[src/rtl/kbd_pkg.sv]
// Shared scan-code constants and FSM state type for the PS/2 key decoding path.
package kbd_pkg;

    localparam logic [7:0] SC_EXT     = 8'hE0;
    localparam logic [7:0] SC_BRK     = 8'hF0;
    localparam logic [7:0] SC_BAT_OK  = 8'hAA;
    localparam logic [7:0] SC_BAT_ERR = 8'hFC;
    localparam logic [7:0] SC_SPACE   = 8'h29;
    localparam logic [7:0] SC_LEFT    = 8'h6B;
    localparam logic [7:0] SC_RIGHT   = 8'h74;

    typedef enum logic [1:0] {
        ST_IDLE    = 2'd0,
        ST_EXT     = 2'd1,
        ST_BRK     = 2'd2,
        ST_EXT_BRK = 2'd3
    } kbd_state_t;

    // Keyboard self-test result (pass or fail) means the keyboard was reset or re-plugged.
    function automatic logic is_kbd_reset(input logic [7:0] code);
        return (code == SC_BAT_OK) || (code == SC_BAT_ERR);
    endfunction

endpackage

[src/rtl/key_state_decoder_prefix_timeout.sv]
// Prefix gap counter: counts while a prefix is pending, pulses expire when the gap hits LIMIT.
module prefix_timeout #(
    parameter int unsigned LIMIT = 500_000,
    parameter int unsigned W     = $clog2(LIMIT + 1)
) (
    input  logic clk,
    input  logic rst,
    input  logic clr,
    input  logic en,
    output logic expire
);

    logic [W-1:0] count;

    always_ff @(posedge clk) begin
        if (rst || clr) begin
            count <= '0;
        end else if (en && (count != W'(LIMIT))) begin
            count <= count + W'(1);
        end
    end

    // Fires on the cycle whose increment would reach LIMIT, so the FSM leaves the prefix state on that edge.
    assign expire = en && !clr && (count == W'(LIMIT - 1));

endmodule

[src/rtl/key_state_decoder.sv]
// PS/2 set-2 scan-code stream to held key levels for space, left and right.
// Optional macro KEY_LR_LAST_WINS_EN: when both arrows are held only the newer one is driven.
//
// state    | meaning
// ---------+-------------------------------------------
// IDLE     | no prefix pending
// EXT      | E0 seen, waiting for extended code or F0
// BRK      | F0 seen, waiting for break code
// EXT_BRK  | E0 F0 seen, waiting for extended break code
module key_state_decoder
    import kbd_pkg::*;
#(
    parameter int unsigned CLK_FREQ          = 100_000_000,
    parameter int unsigned PREFIX_TIMEOUT_US = 5000,
    parameter logic [7:0]  SPACE_CODE        = SC_SPACE,
    parameter logic [7:0]  LEFT_CODE         = SC_LEFT,
    parameter logic [7:0]  RIGHT_CODE        = SC_RIGHT
) (
    input  logic       clk,
    input  logic       rst,
    input  logic [7:0] rx_data,
    input  logic       rx_valid,
    input  logic       rx_err,
    output logic       key_space,
    output logic       key_left,
    output logic       key_right,
    output logic       key_event
);

    localparam int unsigned TIMEOUT_CYCLES = CLK_FREQ / 1_000_000 * PREFIX_TIMEOUT_US;

    kbd_state_t state, state_next;
    logic       held_space, held_left, held_right;
    logic       space_next, left_next, right_next;
    logic       vis_left, vis_right;
    logic       event_next;
    logic       tmo_clr, tmo_en, tmo_expire;

    assign tmo_en  = (state != ST_IDLE);
    assign tmo_clr = rx_valid || rx_err || (state == ST_IDLE);

    prefix_timeout #(
        .LIMIT (TIMEOUT_CYCLES)
    ) u_prefix_timeout (
        .clk    (clk),
        .rst    (rst),
        .clr    (tmo_clr),
        .en     (tmo_en),
        .expire (tmo_expire)
    );

    always_comb begin
        state_next = state;
        space_next = held_space;
        left_next  = held_left;
        right_next = held_right;

        if (rx_err) begin
            state_next = ST_IDLE;
        end else if (rx_valid) begin
            case (state)
                ST_IDLE: begin
                    if (rx_data == SC_EXT) begin
                        state_next = ST_EXT;
                    end else if (rx_data == SC_BRK) begin
                        state_next = ST_BRK;
                    end else if (rx_data == SPACE_CODE) begin
                        space_next = 1'b1;
                    end else if (is_kbd_reset(rx_data)) begin
                        space_next = 1'b0;
                        left_next  = 1'b0;
                        right_next = 1'b0;
                    end
                end
                ST_EXT: begin
                    state_next = ST_IDLE;
                    if (rx_data == SC_BRK) begin
                        state_next = ST_EXT_BRK;
                    end else if (rx_data == SC_EXT) begin
                        state_next = ST_EXT;
                    end else if (rx_data == LEFT_CODE) begin
                        left_next = 1'b1;
                    end else if (rx_data == RIGHT_CODE) begin
                        right_next = 1'b1;
                    end
                end
                ST_BRK: begin
                    state_next = ST_IDLE;
                    if (rx_data == SPACE_CODE) begin
                        space_next = 1'b0;
                    end else if (rx_data == SC_EXT) begin
                        state_next = ST_EXT;
                    end
                end
                ST_EXT_BRK: begin
                    state_next = ST_IDLE;
                    if (rx_data == LEFT_CODE) begin
                        left_next = 1'b0;
                    end else if (rx_data == RIGHT_CODE) begin
                        right_next = 1'b0;
                    end else if (rx_data == SC_EXT) begin
                        state_next = ST_EXT;
                    end
                end
                default: state_next = ST_IDLE;
            endcase
        end else if (tmo_expire) begin
            state_next = ST_IDLE;
        end
    end

`ifdef KEY_LR_LAST_WINS_EN
    logic right_newer, right_newer_next;

    always_comb begin
        right_newer_next = right_newer;
        if (right_next && !held_right) begin
            right_newer_next = 1'b1;
        end else if (left_next && !held_left) begin
            right_newer_next = 1'b0;
        end
        vis_left  = left_next  && !(right_next && right_newer_next);
        vis_right = right_next && !(left_next && !right_newer_next);
    end

    always_ff @(posedge clk) begin
        if (rst) begin
            right_newer <= 1'b0;
        end else begin
            right_newer <= right_newer_next;
        end
    end
`else
    assign vis_left  = left_next;
    assign vis_right = right_next;
`endif

    assign event_next = ({space_next, vis_left, vis_right} != {key_space, key_left, key_right});

    always_ff @(posedge clk) begin
        if (rst) begin
            state      <= ST_IDLE;
            held_space <= 1'b0;
            held_left  <= 1'b0;
            held_right <= 1'b0;
            key_space  <= 1'b0;
            key_left   <= 1'b0;
            key_right  <= 1'b0;
            key_event  <= 1'b0;
        end else begin
            state      <= state_next;
            held_space <= space_next;
            held_left  <= left_next;
            held_right <= right_next;
            key_space  <= space_next;
            key_left   <= vis_left;
            key_right  <= vis_right;
            key_event  <= event_next;
        end
    end

endmodule

[config.mk]
export PLATFORM = sky130hd
export DESIGN_NAME = key_state_decoder
export DESIGN_NICKNAME = d
export VERILOG_FILES = /design/src/rtl/kbd_pkg.sv /design/src/rtl/key_state_decoder_prefix_timeout.sv /design/src/rtl/key_state_decoder.sv
export SDC_FILE = /design/constraint.sdc
export NUM_CORES = 1
export LEC_CHECK = 0
export CAP_MARGIN = 20
export CORE_ASPECT_RATIO = 2
export CORE_MARGIN = 1.5
export CORE_UTILIZATION = 49
export DETAILED_ROUTE_END_ITERATION = 12
export PLACE_DENSITY = 0.74
export RECOVER_POWER = 50
export SLEW_MARGIN = 20
export SYNTH_ARGS = -nofsm -noshare
export SYNTH_HDL_FRONTEND = slang
export SYNTH_SLANG_ARGS = --single-unit
[constraint.sdc]
create_clock -name clk -period 1.65 [get_ports clk]
set_clock_uncertainty 0.2 [all_clocks]
set_input_delay 0.165 -clock clk [delete_from_list [all_inputs] [get_ports clk]]
set_output_delay 0.165 -clock clk [all_outputs]
set_load 0.01 [all_outputs]
# --- Word-level counts from Yosys, hierarchy flattened ---
# Index checks and enable logic that the tools add are counted.
# W data, S select, Z words.
classes:
  n_addsub: 1
  bitwise: 0
  n_reduce_logical: 13
  shifts: 0
  n_eq_ne: 14
  div: 0
  n_lt_le_gt_ge: 0
  mul: 0
  n_mux: 42
ops:
  columns: ["op", "n"]
  rows:
  - ["$eq A8 B8 Y1 const B", 4]
  - ["$mux W1", 30]
  - ["$add A19 B1 Y19 const B", 1]
  - ["$eq A19 B19 Y1 const B", 1]
  - ["$ne A19 B19 Y1 const B", 1]
  - ["$eq A8 B7 Y1 const B", 2]
  - ["$mux W2", 8]
  - ["$eq A8 B6 Y1 const B", 1]
  - ["$pmux W2 S4", 1]
  - ["$pmux W1 S3", 2]
  - ["$eq A2 B2 Y1 const B", 2]
  - ["$logic_or A1 B1 Y1", 4]
  - ["$ne A4 B2 Y1 const B", 1]
  - ["$reduce_bool A2 Y1", 2]
  - ["$logic_and A1 B1 Y1", 3]
  - ["$ne A3 B3 Y1", 1]
  - ["$eq A2 B1 Y1 const B", 1]
  - ["$logic_not A2 Y1", 1]
  - ["$pmux W1 S2", 1]
  - ["$reduce_and A2 Y1", 1]
  - ["$reduce_or A2 Y1", 1]
  - ["$logic_not A1 Y1", 1]
totals:
  inputBits: 12
  mem_count: 0
  register_bits: 25
  ram_bits: 0
  latchBits: 0
  rom_bits: 0
  elab_cells: 76

# --- Longest topological paths before layout ---
depth:
  word_depth: 10
  ltp_mapped: 7

# --- Cells and area by module ---
# Synthesis repeated with hierarchy kept, for this count alone.
hier_totals:
  cells_unflattened: 183
  hier_area_um2: 1502.7
by_module_without_submodules:
  columns: ["module", "seq_area_each_um2", "n_inst", "area_per_inst_um2", "cells_each"]
  rows:
  - ["prefix_timeout", 380.4, 1, 1023.5, 119]
  - ["key_state_decoder", 120.1, 1, 479.2, 64]

# --- Worst setup path before layout ---
# Ideal clock, no wire load.
synth_timing:
  path_type: "register to register"
  start: "register state[1]"
  end: "register key_event"
  arrival_ns: 1.399
  setup_ns: 0.077
  setup_slack_ns: -0.026
  synth_period_minus_slack_ns: 1.676
  stages_incl_launch_ff: 6
  path_cell_list: "dfxtp_1 nor2_1 nand3_1 or3_1 or2_2 a41oi_2"
synth_between:
  elab_chain_cells: 5
  elab_cells_between_ends: 14
synth_rtl:
  columns: ["item", "line_no", "source"]
  rows:
  - ["start, declared", "key_state_decoder.sv:32", "kbd_state_t state, state_next;"]
  - ["start signal, assigned", "key_state_decoder.sv:151", "state <= state_next;"]
  - ["$eq A2 B2 Y1 (tied with other cells)", "key_state_decoder.sv:61", "case (state)"]
  - ["$pmux W1 S3 or $pmux W1 S2 (tied branches)", "key_state_decoder.sv:61", null]
  - ["$mux W1", "key_state_decoder.sv:60", "end else if (rx_valid) begin"]
  - ["$mux W1", "key_state_decoder.sv:58", "if (rx_err) begin"]
  - ["$ne A3 B3 Y1 (*)", "key_state_decoder.sv:138", "assign event_next = ({space_next, vis_left, vis_right} != {key_space, key_left, key_right});"]
  - ["end signal, assigned", "key_state_decoder.sv:158", "key_event <= event_next;"]
  - ["end, declared", "key_state_decoder.sv:27", "output logic key_event"]
# Mark *: on every way between the ends. The rest lies on a longest branch, timed or not.
# A chain may end at the register's enable or synchronous reset.

# --- Worst setup path after layout ---
layout_timing:
  start: "register state[1]"
  end: "register state[1]"
layout_between:
  elab_chain_cells: 7
  elab_cells_between_ends: 14
layout_rtl:
  columns: ["item", "line_no", "source"]
  rows:
  - ["$logic_not A2 Y1", "key_state_decoder.sv:40, key_state_decoder.sv:61", null]
  - ["$logic_or A1 B1 Y1", "key_state_decoder.sv:40", "assign tmo_clr = rx_valid || rx_err || (state == ST_IDLE);"]
  - ["$logic_not A1 Y1", "key_state_decoder_prefix_timeout.sv:24", "assign expire = en && !clr && (count == W'(LIMIT - 1));"]
  - ["$logic_and A1 B1 Y1 (2 in a row)", "key_state_decoder_prefix_timeout.sv:24", null]
  - ["$reduce_bool A2 Y1 (no source line)", null, null]
  - ["$reduce_and A2 Y1 (no source line)", null, null]
# Parallel ways exist; a longest one is shown, timed or not.

==> out/qor.yml <==
clock_tree:
  clkTransAtPathRegs_ns: 0.09
  hold_buffers: 0
  clkLatencyLatePin_ns: 0.27
  cts_buffers: 3
  cts.sinks: 25
  htree_num_levels: 1
  cts_max_path_buffers: 2
  root_buffer: "clkbuf_8"
  cts_tree: "built"
sta:
  hold_viol: 0
  fmax_ghz: 0.570
  rsz0062_at_grt: "yes"
  period_share_pct: 106
  worst_pin_slew_ns: 0.331
  setup_ws_ns: -0.104
  setup_viol: 17
  layout_min_cycle_time_ns: 1.75
  finalSetupTns_ns: -0.461
  final_max_slew_viol_count: 0
  slew-limit-headroom_pct: 77.8
detailed_routing:
  drt_iter0_drc: 31
  routedWlPerCell_um: 18.4
  vias: 1579
  drc: 0
  viasPerCell: 6.00
  routed_wl_um: 4840
  first_pass_iters: 4
  drtAntennaViolNets: 0
grt:
  gr-usage-all-layers_pct: 30.9
  grt_pass1_vias: 1591
  antenna_found_initial: 0
  grt_max_degree: 20
  grt_pass1_wl_um: 6910
  overflow: 0
floorplan:
  die_area_um2: 3230
  design.portCount: 16
  fp-row-count: 27
  initial_core_util_pct: 51.5
  die_h_um: 78.9
  core_area_um2: 2740
  die_x_um: 40.9
synthesis:
  synthArstFlopShare_pct: 0
  postSynthCellCount: 169
  synth-seq-cells: 25
  ys_warn_count: 0
  avgSynthCellArea_um2: 8.34
  synth.yosys.seq_area_share_pct: 35.5
  syn-cell-area_um2: 1410
  synth_edf_count: 0
  synth_fp_nets: 183
  synth_flop_cell: "dfxtp_1"
  synth_cell_types: 46
worst_setup_path:
  path_class: "reg2reg"
  r2r-end: "state[1]$_SDFFE_PP0P_"
  worst-path-max-fanout: 6
  cp-startpoint: "state[1]$_SDFFE_PP0P_"
  r2r_start: "state[1]$_SDFFE_PP0P_"
  cpPeakStageDelay_ns: 0.37
  cp.arrival_ns: 1.73
  path_cells: "buf_6 -> or2_4 -> a31o_4 -> a32oi_2 -> nand2_1 -> a211oi_2"
  end_kind: "flip-flop"
  cp-endpoint: "state[1]$_SDFFE_PP0P_"
  worst-path-buf-inv: 1
  path_delay_family: "compound AO/OA/AOI/OAI gates"
  reg2regPathDepth: 6
  start_kind: "flip-flop"
  cp.depth: 6
  r2r_slack_ns: -0.10
  required_ns: 1.63
  critical_path.slowest_cell: "dfxtp_4"
layout:
  n_antenna_cell: 0
  multi_input_area_um2: 1140
  syn_to_final_growth_pct: 62.8
  num-fill-cells: 148
  drive_gt1_share_pct: 51.7
  post-route-util_pct: 83.9
  seqCellArea_um2: 532
  nets: 249
placement:
  routabilityCongestion: 0.840
  io_buffer_count: 15
  post-dp-hpwl_um: 3060
run:
  drv_cap: 0
status:
  violations: "negative setup slack"
  status: "complete, but fails checks"
worst_hold_path:
  hp-class: "in2reg"
  whs_path_depth: 5
power_and_ir_drop:
  leakage_nw: 0.846
  power_density_nw_per_um2: 455
  ir_drop_mv: 0.538
[tightest hold or removal path, delay by kind of cell]
family | cells | cell delay (ns)
AOI/OAI and AO/OA | 1 | 0.06
buffers and inverters | 1 | 0.15
and+or+nand+nor | 3 | 0.25
[timing repair]
action	CTS	global route
setup endpoints to repair	25	24
setup buffers	7	5
pin swaps	20	20
gates resized for setup	52	48
[how the worst min path moves through the flow]
stage                                from               endpoint
global route                   rx_data[4]  held_right$_SDFF_PP0_
finish                         rx_data[4]  held_right$_SDFF_PP0_
CTS                            rx_data[7]  held_right$_SDFF_PP0_
global placement    held_space$_SDFF_PP0_  held_space$_SDFF_PP0_
detailed placement  held_space$_SDFF_PP0_  held_space$_SDFF_PP0_
floorplan                             rst   key_event$_SDFF_PP0_
[cell usage after synthesis, types with 2 or more instances]
cell / number / area (µm²)
or3_1: 3 / 18.8
o2111a_1: 2 / 22.5
ha_1: 2 / 25.0
nor2_1: 24 / 90.1
buf_2: 2 / 10.0
and4_1: 2 / 17.5
o21ai_1: 2 / 10.0
inv_1: 6 / 22.5
nor3_1: 4 / 20.0
a211oi_1: 2 / 15.0
nand3_1: 7 / 35.0
dfxtp_1: 25 / 500
nor4_1: 4 / 25.0
a31o_2: 2 / 17.5
a21oi_1: 7 / 35.0
nor4b_1: 2 / 17.5
nor2b_1: 4 / 25.0
and4b_1: 3 / 30.0
nand2b_1: 3 / 18.8
nand2_1: 12 / 45.0
o21ai_0: 3 / 15.0
nand4_1: 6 / 37.5
xor2_1: 8 / 70.1
and3_1: 4 / 25.0
or2_2: 2 / 12.5
xnor2_1: 7 / 61.3
a21boi_0: 2 / 15.0
[metal layers]
layer / part of all wire (%) / global-route usage [%] / routed length (µm)
met5: 0 / 0 / 0
met4: 4.5 / 15.3 / 216
met3: 2.2 / 5.03 / 104
met2: 59 / 58.0 / 2850
met1: 35 / 27.1 / 1670
[registers in the layout, indices dropped and copies added, names as in the netlist]
register	flops
key_event	1
held_space	1
state	2
held_left	1
u_prefix_timeout.count	19
held_right	1
[layout make-up]
type,count,share of cell area (%)
multi-input combinational,134,49.6
tap,29,1.58
clock buffer,3,1.80
sequential,25,23.2
timing repair buffer,65,22.5
clock inverter,1,0.327
inverter,6,0.981
[report_power, final]
| part | leakage, nW | switching (mW) | internal [mW] | total [mW] |
|---|---|---|---|---|
| Combinational | 0.614 | 0.0457 | 0.0409 | 0.0866 |
| Sequential | 0.210 | 0.000143 | 0.594 | 0.594 |
| Clock | 0.0217 | 0.193 | 0.171 | 0.364 |
| Total | 0.846 | 0.239 | 0.806 | 1.05 |
[layout by cell type, fill, tap and decap left out, drive strengths merged, types with 2 or more instances in the layout]
master / count
buf: 52
dfxtp: 25
nor2: 24
nand2: 12
xor2: 8
xnor2: 7
nand3: 7
a21oi: 7
nand4: 6
clkdlybuf4s50: 6
inv: 6
o21ai: 5
nor4: 5
clkbuf: 5
dlygate4sd2: 4
and3: 4
nor2b: 4
nor3: 4
a31o: 3
or3: 3
and4b: 3
or2: 3
nand2b: 3
nor4b: 2
a211oi: 2
or3b: 2
o2111a: 2
and4: 2
a21boi: 2
ha: 2
[cell families (layout without fill, tap and decap cells)]
logic type	Yosys count	after routing	synth area share, %
muxes	1	1	0.710
xor gates and xnor gates	15	15	9.32
DFF	25	25	35.5
and+or+nand+nor	88	88	35.4
adders and majority gates	2	2	1.77
buffers and inverters	10	75	2.84
AOI/OAI and AO/OA	28	28	14.5
[per-stage QoR]
stage | worst slack [ns] | power [mW] | cell area [µm²] | hold slack, ns | cells
floorplan | -0.0139 | 0.634 | 1410 | 0.0283 | 169
global placement | -0.563 | 0.691 | 1870 | 0.300 | 248
detailed placement | -0.645 | 0.693 | 1870 | 0.309 | 248
CTS | -0.0618 | 1.06 | 2120 | 0.255 | 259
global route | -0.185 | 1.08 | 2300 | 0.213 | 263
finish | -0.104 | 1.05 | 2300 | 0.195 | 263
(Power assumes the default switching activity.)
